--- src/rtl/sap_datapath_if.sv ---
// sap_datapath_if
//   Groups the control word, programming port and observation outputs of the
//   SAP datapath into one bundle.
//   master : sequencer / programmer side (drives control + prog, reads outputs)
//   slave  : datapath side (reads control + prog, drives outputs)
//   Signals:
//     hlt mi ri ro io ii ai ao sumo sub bi oi ce co j : control word
//     prog_mode prog_we prog_addr prog_data          : RAM programming port
//     insn bus pc out_val out_valid carry zero        : datapath outputs
//   Optional: BUS_CHECK_EN adds bus_err (sticky multi-driver flag).
interface sap_datapath_if #(
    parameter int DATA_W = 8,
    parameter int ADDR_W = 4
);
    logic              hlt, mi, ri, ro, io, ii, ai, ao, sumo, sub, bi, oi, ce, co, j;
    logic              prog_mode;
    logic              prog_we;
    logic [ADDR_W-1:0] prog_addr;
    logic [DATA_W-1:0] prog_data;
    logic [DATA_W-1:0] insn;
    logic [DATA_W-1:0] bus;
    logic [ADDR_W-1:0] pc;
    logic [DATA_W-1:0] out_val;
    logic              out_valid;
    logic              carry;
    logic              zero;
`ifdef BUS_CHECK_EN
    logic              bus_err;
`endif

    modport master (
`ifdef BUS_CHECK_EN
        input  bus_err,
`endif
        output hlt, mi, ri, ro, io, ii, ai, ao, sumo, sub, bi, oi, ce, co, j,
        output prog_mode, prog_we, prog_addr, prog_data,
        input  insn, bus, pc, out_val, out_valid, carry, zero
    );

    modport slave (
`ifdef BUS_CHECK_EN
        output bus_err,
`endif
        input  hlt, mi, ri, ro, io, ii, ai, ao, sumo, sub, bi, oi, ce, co, j,
        input  prog_mode, prog_we, prog_addr, prog_data,
        output insn, bus, pc, out_val, out_valid, carry, zero
    );
endinterface

--- src/rtl/sap_datapath.sv ---
// sap_datapath
//   Register/bus datapath of the 8-bit SAP CPU: PC, MAR, 16x8 RAM, IR, A, B,
//   ALU, OUT register and the shared bus. Executes the control word presented
//   by the sequencer and returns IR contents as insn.
//   Ports:
//     clk : clock, all state updates on posedge
//     rst : asynchronous active-high reset (RAM contents are preserved)
//     dp  : sap_datapath_if.slave (control word, prog port, observation outputs)
//   Optional feature macro: BUS_CHECK_EN -> dp.bus_err, sticky flag set when
//   more than one bus driver is enabled on an unhalted edge.
module sap_datapath #(
    parameter int DATA_W = 8,
    parameter int ADDR_W = 4
) (
    input  logic          clk,
    input  logic          rst,
    sap_datapath_if.slave dp
);
    localparam int DEPTH = 1 << ADDR_W;

    logic [DATA_W-1:0] ram_q [DEPTH];
    logic [ADDR_W-1:0] pc_q,  pc_d;
    logic [ADDR_W-1:0] mar_q, mar_d;
    logic [DATA_W-1:0] ir_q,  ir_d;
    logic [DATA_W-1:0] a_q,   a_d;
    logic [DATA_W-1:0] b_q,   b_d;
    logic [DATA_W-1:0] out_q, out_d;
    logic              out_valid_q, out_valid_d;
    logic [DATA_W:0]   alu_sum;
    logic [DATA_W-1:0] bus;

    // Subtraction as two's complement in 9 bits so carry means "no borrow".
    always_comb begin
        alu_sum = {1'b0, a_q} + (dp.sub ? ({1'b0, ~b_q} + (DATA_W+1)'(1))
                                        : {1'b0, b_q});
    end

    always_comb begin
        bus = '0;
        if (dp.co)        bus = {{(DATA_W-ADDR_W){1'b0}}, pc_q};
        else if (dp.ro)   bus = ram_q[mar_q];
        else if (dp.io)   bus = {{(DATA_W-ADDR_W){1'b0}}, ir_q[ADDR_W-1:0]};
        else if (dp.ao)   bus = a_q;
        else if (dp.sumo) bus = alu_sum[DATA_W-1:0];
    end

    // Loads sample the pre-edge bus, so a register driving and loading the
    // bus in the same cycle keeps its old value.
    always_comb begin
        pc_d        = pc_q;
        mar_d       = mar_q;
        ir_d        = ir_q;
        a_d         = a_q;
        b_d         = b_q;
        out_d       = out_q;
        out_valid_d = 1'b0;
        if (!dp.hlt) begin
            if (dp.mi) mar_d = bus[ADDR_W-1:0];
            if (dp.ii) ir_d  = bus;
            if (dp.ai) a_d   = bus;
            if (dp.bi) b_d   = bus;
            if (dp.oi) out_d = bus;
            if (dp.j)       pc_d = bus[ADDR_W-1:0];
            else if (dp.ce) pc_d = pc_q + ADDR_W'(1);
            out_valid_d = dp.oi;
        end
    end

    always_ff @(posedge clk or posedge rst) begin
        if (rst) begin
            pc_q        <= '0;
            mar_q       <= '0;
            ir_q        <= '0;
            a_q         <= '0;
            b_q         <= '0;
            out_q       <= '0;
            out_valid_q <= 1'b0;
        end else begin
            pc_q        <= pc_d;
            mar_q       <= mar_d;
            ir_q        <= ir_d;
            a_q         <= a_d;
            b_q         <= b_d;
            out_q       <= out_d;
            out_valid_q <= out_valid_d;
        end
    end

    // RAM has no reset so the loaded program survives rst.
    always_ff @(posedge clk) begin
        if (dp.prog_mode) begin
            if (dp.prog_we) ram_q[dp.prog_addr] <= dp.prog_data;
        end else if (!dp.hlt && dp.ri) begin
            ram_q[mar_q] <= bus;
        end
    end

`ifdef BUS_CHECK_EN
    logic [2:0] n_drv;
    logic       bus_err_q, bus_err_d;

    always_comb begin
        n_drv = 3'(dp.co) + 3'(dp.ro) + 3'(dp.io) + 3'(dp.ao) + 3'(dp.sumo);
        bus_err_d = bus_err_q | (!dp.hlt && (n_drv > 3'd1));
    end

    always_ff @(posedge clk or posedge rst) begin
        if (rst) bus_err_q <= 1'b0;
        else     bus_err_q <= bus_err_d;
    end

    assign dp.bus_err = bus_err_q;
`endif

    assign dp.insn      = ir_q;
    assign dp.bus       = bus;
    assign dp.pc        = pc_q;
    assign dp.out_val   = out_q;
    assign dp.out_valid = out_valid_q;
    assign dp.carry     = alu_sum[DATA_W];
    assign dp.zero      = (alu_sum[DATA_W-1:0] == '0);
endmodule

--- src/flat_wrapper.sv ---
// flat-port wrapper written by rule: the top's interface ports become plain ports
module sap_datapath_flat 
#(
    parameter int DATA_W = 8,
    parameter int ADDR_W = 4
)
  (clk, rst, dp_hlt, dp_mi, dp_ri, dp_ro, dp_io, dp_ii, dp_ai, dp_ao, dp_sumo, dp_sub, dp_bi, dp_oi, dp_ce, dp_co, dp_j, dp_prog_mode, dp_prog_we, dp_prog_addr, dp_prog_data, dp_insn, dp_bus, dp_pc, dp_out_val, dp_out_valid, dp_carry, dp_zero);
  sap_datapath_if #(.DATA_W(DATA_W), .ADDR_W(ADDR_W)) dp_i ();
  input  logic clk;
  input  logic rst;
  input wire logic [$bits(dp_i.hlt)-1:0] dp_hlt;
  input wire logic [$bits(dp_i.mi)-1:0] dp_mi;
  input wire logic [$bits(dp_i.ri)-1:0] dp_ri;
  input wire logic [$bits(dp_i.ro)-1:0] dp_ro;
  input wire logic [$bits(dp_i.io)-1:0] dp_io;
  input wire logic [$bits(dp_i.ii)-1:0] dp_ii;
  input wire logic [$bits(dp_i.ai)-1:0] dp_ai;
  input wire logic [$bits(dp_i.ao)-1:0] dp_ao;
  input wire logic [$bits(dp_i.sumo)-1:0] dp_sumo;
  input wire logic [$bits(dp_i.sub)-1:0] dp_sub;
  input wire logic [$bits(dp_i.bi)-1:0] dp_bi;
  input wire logic [$bits(dp_i.oi)-1:0] dp_oi;
  input wire logic [$bits(dp_i.ce)-1:0] dp_ce;
  input wire logic [$bits(dp_i.co)-1:0] dp_co;
  input wire logic [$bits(dp_i.j)-1:0] dp_j;
  input wire logic [$bits(dp_i.prog_mode)-1:0] dp_prog_mode;
  input wire logic [$bits(dp_i.prog_we)-1:0] dp_prog_we;
  input wire logic [$bits(dp_i.prog_addr)-1:0] dp_prog_addr;
  input wire logic [$bits(dp_i.prog_data)-1:0] dp_prog_data;
  output wire logic [$bits(dp_i.insn)-1:0] dp_insn;
  output wire logic [$bits(dp_i.bus)-1:0] dp_bus;
  output wire logic [$bits(dp_i.pc)-1:0] dp_pc;
  output wire logic [$bits(dp_i.out_val)-1:0] dp_out_val;
  output wire logic [$bits(dp_i.out_valid)-1:0] dp_out_valid;
  output wire logic [$bits(dp_i.carry)-1:0] dp_carry;
  output wire logic [$bits(dp_i.zero)-1:0] dp_zero;
  assign dp_i.hlt = dp_hlt;
  assign dp_i.mi = dp_mi;
  assign dp_i.ri = dp_ri;
  assign dp_i.ro = dp_ro;
  assign dp_i.io = dp_io;
  assign dp_i.ii = dp_ii;
  assign dp_i.ai = dp_ai;
  assign dp_i.ao = dp_ao;
  assign dp_i.sumo = dp_sumo;
  assign dp_i.sub = dp_sub;
  assign dp_i.bi = dp_bi;
  assign dp_i.oi = dp_oi;
  assign dp_i.ce = dp_ce;
  assign dp_i.co = dp_co;
  assign dp_i.j = dp_j;
  assign dp_i.prog_mode = dp_prog_mode;
  assign dp_i.prog_we = dp_prog_we;
  assign dp_i.prog_addr = dp_prog_addr;
  assign dp_i.prog_data = dp_prog_data;
  assign dp_insn = dp_i.insn;
  assign dp_bus = dp_i.bus;
  assign dp_pc = dp_i.pc;
  assign dp_out_val = dp_i.out_val;
  assign dp_out_valid = dp_i.out_valid;
  assign dp_carry = dp_i.carry;
  assign dp_zero = dp_i.zero;
  sap_datapath #(.DATA_W(DATA_W), .ADDR_W(ADDR_W)) u_core (.clk(clk), .rst(rst), .dp(dp_i));
endmodule
--- config.mk ---
export PLATFORM = sky130hd
export DESIGN_NAME = sap_datapath_flat
export DESIGN_NICKNAME = d
export VERILOG_FILES = /design/src/rtl/sap_datapath_if.sv /design/src/rtl/sap_datapath.sv /design/src/flat_wrapper.sv
export SDC_FILE = /design/constraint.sdc
export NUM_CORES = 1
export LEC_CHECK = 0
export CELL_PAD_IN_SITES_DETAIL_PLACEMENT = 0
export CELL_PAD_IN_SITES_GLOBAL_PLACEMENT = 2
export CORE_UTILIZATION = 44
export CTS_CLUSTER_SIZE = 30
export DETAILED_ROUTE_END_ITERATION = 8
export GPL_TIMING_DRIVEN = 0
export HOLD_SLACK_MARGIN = 0.05
export PLACE_DENSITY = 0.94
export SYNTH_ARGS = -nofsm -noshare
export SYNTH_HDL_FRONTEND = slang
export SYNTH_SLANG_ARGS = --single-unit
--- constraint.sdc ---
create_clock -name clk -period 9.6 [get_ports clk]
set_input_delay 1.44 -clock clk [delete_from_list [all_inputs] [get_ports clk]]
set_output_delay 1.44 -clock clk [all_outputs]
set_load 0.05 [all_outputs]
==> run_results.csv <==
group,metric,value,unit
run_status,status,"finished clean",
timing,slew_viol_final,0,
floorplanning,die_h,135,um
synthesis,synth_top_cell_area_share,0.493,
setup_path,cp-end-kind,"primary output",
place,dpl-instance-area,8650,um2
setup_path,slowest_stage,"clkdlybuf4s50_1",
global_routing,grt_usage,0.224,
setup_path,reg2reg_from,"u_core.b_q[0]",
setup_path,required,8.16,ns
hold_path,min-delay-start,"u_core.dp.out_val[5]",
cells_and_area,antennaDiodeCount,0,
setup_path,rrSetupSlack,5.62,ns
global_routing,grt_pass1_vias,4967,
floorplanning,die_x,135,um
drt,ant_nets,0,
setup_path,crit_chain,"clkbuf_1 > nand2_1 > xnor2_1 > ha_1 > clkbuf_1 > o21ai_0 > nor2_1 > o22ai_1 > mux2i_1 > o2111ai_1 > inv_1 > clkdlybuf4s50_1",
place,gp_congestion,0.868,
synthesis,yosysSeqAreaShare,0.625,
drt,first_iter_violations,461,
timing,layout_setup_ws,3.39,ns
power,p_per_area,250,nW/um2
power,p_leak,3.39,nW
synthesis,synth-edff-count,128,
cells_and_area,syn_to_final_growth,19.0,%
setup_path,start_kind,"input pin",
timing,rsz0062_at_grt,"false",
synthesis,netlist_instances,570,
job,max-cap-violations,0,
place,dp_hpwl,13100,um
timing,worstMarginPinSlew,1.19,ns
cells_and_area,fin_area,9270,um2
timing,hold_slack,0.480,ns
clock_tree,clk_path_buf_depth,2,
timing,timing.final.crit_share,0.647,
drt,vias,5154,
power,pwr-share-seq,0.386,
clock_tree,cts_tree,"built",
global_routing,antenna_found_initial,0,
synthesis,syn_area,7790,um2
clock_tree,post_cts_resized,0,
power,swShare,0.358,
setup_path,startpoint,"dp_sub",
global_routing,grt-ovfl-total,0,
timing,finalSetupViolCount,0,
synthesis,syn-num-nets,612,
clock_tree,numCtsBuffers,17,
drt,via_per_inst,5.82,
timing,fmax,161,MHz
hold_path,worstHoldPathType,"reg2reg",
setup_path,critical-path-top-delay-family,"buffers and inverters",
drt,dr.pass1.iters,7,
timing,max_slew_margin,0.206,
setup_path,cp_num_buf_inv,4,
cells_and_area,register_area,4870,um2
clock_tree,insertion_delay,0.44,ns
synthesis,syn_area_per_cell,13.7,um2
synthesis,synth-seq-cells,169,
setup_path,crit_type,"in2out",
power,p_int,1.49,mW
synthesis,yosys_warnings,0,
clock_tree,clkTransAtPathRegs,0.07,ns
cells_and_area,multi_input_area,2650,um2
clock_tree,clkSinkCount,169,
power,power_switching,0.831,mW
setup_path,crit_top_cell,"clkbuf_1",
power,max-vdd-ir-drop,0.000145,V
floorplanning,io_pins,62,
floorplanning,initial_core_util,0.450,
power,p_clk_frac,0.301,
floorplanning,rows,48,
cells_and_area,layout.nets,690,
setup_path,crit_path_max_fanout,9,
power,power.share.combinational,0.313,
timing,skew,0.0138,ns
drt,wl_per_cell,21.6,um
timing,tns,0,ns
global_routing,grt_pass1_wl,29200,um
place,place_ws,3.42,ns
global_routing,grt_start_max_net_pins,42,
clock_tree,clock-root-buffer,"clkbuf_16",
clock_tree,htree_levels,4,
place,portBuffers,58,
synthesis,post-synth-top-area-cell,"edfxtp_1",
synthesis,synth_common_cells,"edfxtp_1 (128), nand2_1 (72), dfrtp_1 (41)",
synthesis,yosysMostFrequentCell,"edfxtp_1",
setup_path,slowest_delay,0.81,ns
drt,routed_wl,19100,um
place,dp.cells,853,
synthesis,ys_async_sr_fraction,0.243,
clock_tree,hold_buffers,0,
synthesis,yosys-top-cells-area,"edfxtp_1 (49%), dfrtp_1 (13%), mux4_2 (5.8%)",
cells_and_area,nFillCells,1449,
floorplanning,dieArea,18200,um2
setup_path,arrival,4.77,ns
clock_tree,post-cts-setup-buffers,0,
synthesis,ys.flop_type,"edfxtp_1",
timing,finalHoldViolations,0,
cells_and_area,layout-drive-gt1-share,0.127,
floorplanning,core-area,17300,um2
timing,finalCriticalPeriod,6.21,ns
cells_and_area,finalNonFillerCells,886,
drt,drc,0,
synthesis,ys_types,59,
==> flip-flops by register name (all words and copies together), names as in the netlist <==
signal	cells
u_core.a_q	8
u_core.mar_q	4
u_core.ram_q	128
u_core.dp.insn	8
u_core.b_q	8
u_core.dp.out_valid	1
u_core.dp.out_val	8
u_core.dp.pc	4
==> power by group through the flow <==
| stage | registers, mW | logic (mW) | clock network, mW |
|---|---|---|---|
| 3_5_place_dp | 0.910 | 0.721 | 0 |
| 5_1_grt | 0.901 | 0.781 | 0.740 |
| 3_3_place_gp | 0.907 | 0.711 | 0 |
| 2_1_floorplan | 0.971 | 0.437 | 0 |
| 4_1_cts | 0.894 | 0.725 | 0.707 |
| 6_report | 0.895 | 0.726 | 0.699 |
==> routing by layer <==
| layer | wire (um) | GRT usage | share of wire |
|---|---|---|---|
| met2 | 8970 | 0.355 | 0.47 |
| met5 | 0 | 0 | 0 |
| met4 | 654 | 0.100 | 0.034 |
| met1 | 8100 | 0.290 | 0.42 |
| met3 | 1400 | 0.0597 | 0.073 |
==> cell usage in the layout, fill, tap and decap left out, types with 5 or more instances in the layout <==
master / count
clkbuf_16: 17
inv_1: 27
nor2b_1: 5
mux2i_1: 23
ha_1: 10
buf_6: 5
inv_8: 7
clkdlybuf4s50_1: 58
mux2_2: 5
o21ai_0: 35
mux4_2: 20
a31oi_1: 8
clkbuf_1: 11
nand2b_1: 10
nor2_1: 34
nor3_1: 9
o21ai_2: 6
dfrtp_1: 41
edfxtp_1: 128
o21ai_1: 13
buf_4: 5
nand2_1: 72
nand3_1: 5
nand3b_1: 5
a21oi_1: 11
o21a_1: 5
xnor2_1: 9
mux4_1: 8
==> final timing paths <==
| kind | to | cells past startpoint |
|---|---|---|
| min in group asynchronous | u_core.dp.out_val[5] | 2 |
| worst min register to register | u_core.dp.out_val[5] | 2 |
| max in group asynchronous | u_core.b_q[3] | 2 |
| worst min-delay path | u_core.dp.out_val[5] | 2 |
| worst max-delay path | dp_bus[7] | 12 |
| worst max register to register | u_core.ram_q[11][7] | 13 |
==> cell families after synthesis <==
family          count (synthesis)  synth area share
fa+ha+maj                      11            0.0186
mux                            56             0.122
flops                         169             0.625
simple gates                  159            0.0962
xor+xnor                       10            0.0112
compound gates                110            0.0919
buf+inv                        55            0.0353
==> final cells by class <==
class | instances | share of cell area
Buffer | 27 | 0.0184
Clock buffer | 17 | 0.0459
Clock inverter | 15 | 0.0200
Inverter | 28 | 0.0113
Multi-Input combinational cell | 346 | 0.285
Sequential cell | 169 | 0.525
Tap cell | 225 | 0.0304
Timing Repair Buffer | 59 | 0.0634
==> worst register-to-register path, delay by kind of cell, from the launching register on <==
kind                       cells  cell delay, ns
AOI/OAI and AO/OA              4            1.69
xor gates and xnor gates       1            0.14
adders and majority gates      2            0.47
buffers and inverters          1            0.08
DFF                            1            0.44
muxes                          1            0.27
and+or+nand+nor                4            0.57
==> per-stage QoR <==
step                total power [mW]   util
floorplan                       1.41      -
global placement                1.62  0.500
detailed placement              1.63  0.500
CTS                             2.33  0.536
global route                    2.42  0.536
finish                          2.32  0.536
Power figures use the tool's default switching activity.
==> RTL change: new RTL, same flow settings <==
`DATA_W` is set to 8 in 3 places; all go to 6.
--- a/src/rtl/sap_datapath_if.sv
+++ b/src/rtl/sap_datapath_if.sv
@@ -11,3 +11,3 @@
 interface sap_datapath_if #(
-    parameter int DATA_W = 8,
+    parameter int DATA_W = 6,
     parameter int ADDR_W = 4
--- a/src/rtl/sap_datapath.sv
+++ b/src/rtl/sap_datapath.sv
@@ -11,3 +11,3 @@
 module sap_datapath #(
-    parameter int DATA_W = 8,
+    parameter int DATA_W = 6,
     parameter int ADDR_W = 4
--- a/src/flat_wrapper.sv
+++ b/src/flat_wrapper.sv
@@ -3,3 +3,3 @@
 #(
-    parameter int DATA_W = 8,
+    parameter int DATA_W = 6,
     parameter int ADDR_W = 4
Interface: changed (resized dp_bus, dp_insn, dp_out_val and dp_prog_data); port bits go from 62 to 54. The function was not compared with the original's and may differ.
==> RTL change against the original RTL <==
Synthesized area down 23%. Power down 23%. First-iteration DRC count down 31%. Worst setup slack worse by 0.44 ns. Sequential cell count down 40. Wire length down 26%. Final cell count down 22%. Final area down 21%. Global-route usage down 1.3 points. Register-to-register slack worse by 0.04 ns. Via count down 25%. Critical path type unchanged. Critical endpoint is now dp_bus[5]. Largest cell class unchanged.
==> RTL change: results <==
{
  "outcome": "complete, no violations",
  "path_max_fanout": 7,
  "grt_pass1_wl_um": 21560,
  "io_buffers": 51,
  "drive_gt1_frac": 0.1255,
  "wl_per_cell_um": 20.38,
  "yosysSeqAreaShare": 0.6171,
  "grt_pass1_vias": 3766,
  "track_usage": 0.2118,
  "met1_length_um": 5803,
  "n_fill_cell": 1095,
  "combPwrFrac": 0.285,
  "worst_pin_slew_ns": 1.078,
  "wl_met2_um": 7228,
  "synth_edf_count": 96,
  "switchingPower_w": 0.0005965,
  "dpl.cell_count": 661,
  "min-delay-start": "u_core.dp.out_val[4]$_DFFE_PP0P_",
  "critPathTopFamily": "compound AO/OA/AOI/OAI gates",
  "power.share.sequential": 0.379,
  "synth_fp_nets": 472,
  "grt_max_degree": 34,
  "crit_start": "dp_sub",
  "ff2ff_path_depth": 10,
  "wl_met3_um": 893,
  "nets": 543,
  "antenna_found_initial": 0,
  "largest_register_ffs": 96,
  "slowest_delay_ns": 0.90,
  "slowest_stage": "o31ai_1",
  "synth.area.top_cells": "edfxtp_1 (48%), dfrtp_1 (14%), mux4_1 (6.1%)",
  "crit_path_end": "dp_bus[5]",
  "fmax_ghz": 0.1503,
  "insertion_delay_ns": 0.42,
  "drt_first_pass_iters": 4,
  "ys_types": 54,
  "reg2reg_to": "u_core.ram_q[14][5]$_DFFE_PP_",
  "layout.cells.non_filler": 694,
  "cts-resized-gates": 0,
  "synth_async_sr_flop_share": 0.2558,
  "min_to": "u_core.dp.out_val[4]$_DFFE_PP0P_",
  "synthCells": 434,
  "r2r_setup_slack_ns": 5.58,
  "p_leak_nw": 2.680,
  "path_clk_slew_ns": 0.05,
  "finClkSkew_ns": 0.007152,
  "drt_iter0_drc": 318,
  "grt_use_met2": 0.3553,
  "gp_congestion": 0.8351,
  "hpwl_um": 9911,
  "ir_drop_uv": 121.1,
  "grt_use_met3": 0.05699,
  "ys_top_cells_by_count": "edfxtp_1 (96), nand2_1 (46), nor2_1 (40)",
  "met1_usage": 0.2630,
  "vias_per_cell": 5.584,
  "dp_slack_ns": 2.979,
  "synthFlopType": "edfxtp_1",
  "worstPathArrival_ns": 5.22
}
==> RTL change: cell count changes after synthesis, moves of 7 or more <==
cell,unedited run,this run
o21ai_1,8,0
dfrtp_1,41,33
mux2i_1,23,10
o21ai_0,40,26
nand2_1,72,46
inv_1,28,13
edfxtp_1,128,96
clkbuf_1,11,4
mux4_2,20,11
==> RTL change: worst reg2reg max path, cell delays in order, from the launching register on <==
cell      delay (ns)
dfrtp_1         0.39
inv_1           0.06
ha_1            0.28
nand2_1         0.06
o21ai_0         0.17
ha_1            0.37
a211oi_1        0.42
o21bai_1        0.15
and4b_1         0.22
o31ai_1         0.90
o21ai_1         0.58
==> RTL change: cell type report <==
type                            count  area [um^2]  share of cell area
Sequential cell                   129         3709              0.5061
Multi-Input combinational cell    275         2137              0.2917
Tap cell                          176        220.2             0.03005
Buffer                             16        117.6             0.01605
Clock buffer                       17        425.4             0.05806
Clock inverter                     15        135.1             0.01844
Timing Repair Buffer               52        530.5             0.07240
Inverter                           14        52.55            0.007172
==> RTL change: through the flow <==
step / total power (W) / hold slack [ns] / area, um^2
floorplan: 0.001038 / 0.4653 / 6010
global route: 0.001869 / 0.5075 / 7327
global placement: 0.001191 / 0.4647 / 6740
CTS: 0.001803 / 0.4817 / 7301
finish: 0.001796 / 0.4834 / 7327
detailed placement: 0.001202 / 0.4688 / 6740
==> RTL change: cell families (layout without fill, tap and decap cells) <==
| logic type | Yosys count | in the layout | share of synthesized area |
|---|---|---|---|
| and+or+nand+nor | 133 | 133 | 0.1047 |
| DFF | 129 | 129 | 0.6171 |
| AOI/OAI and AO/OA | 91 | 91 | 0.1001 |
| adders and majority gates | 9 | 9 | 0.01999 |
| xor gates and xnor gates | 6 | 6 | 0.008744 |
| buffers and inverters | 30 | 114 | 0.02831 |
| muxes | 36 | 36 | 0.1210 |
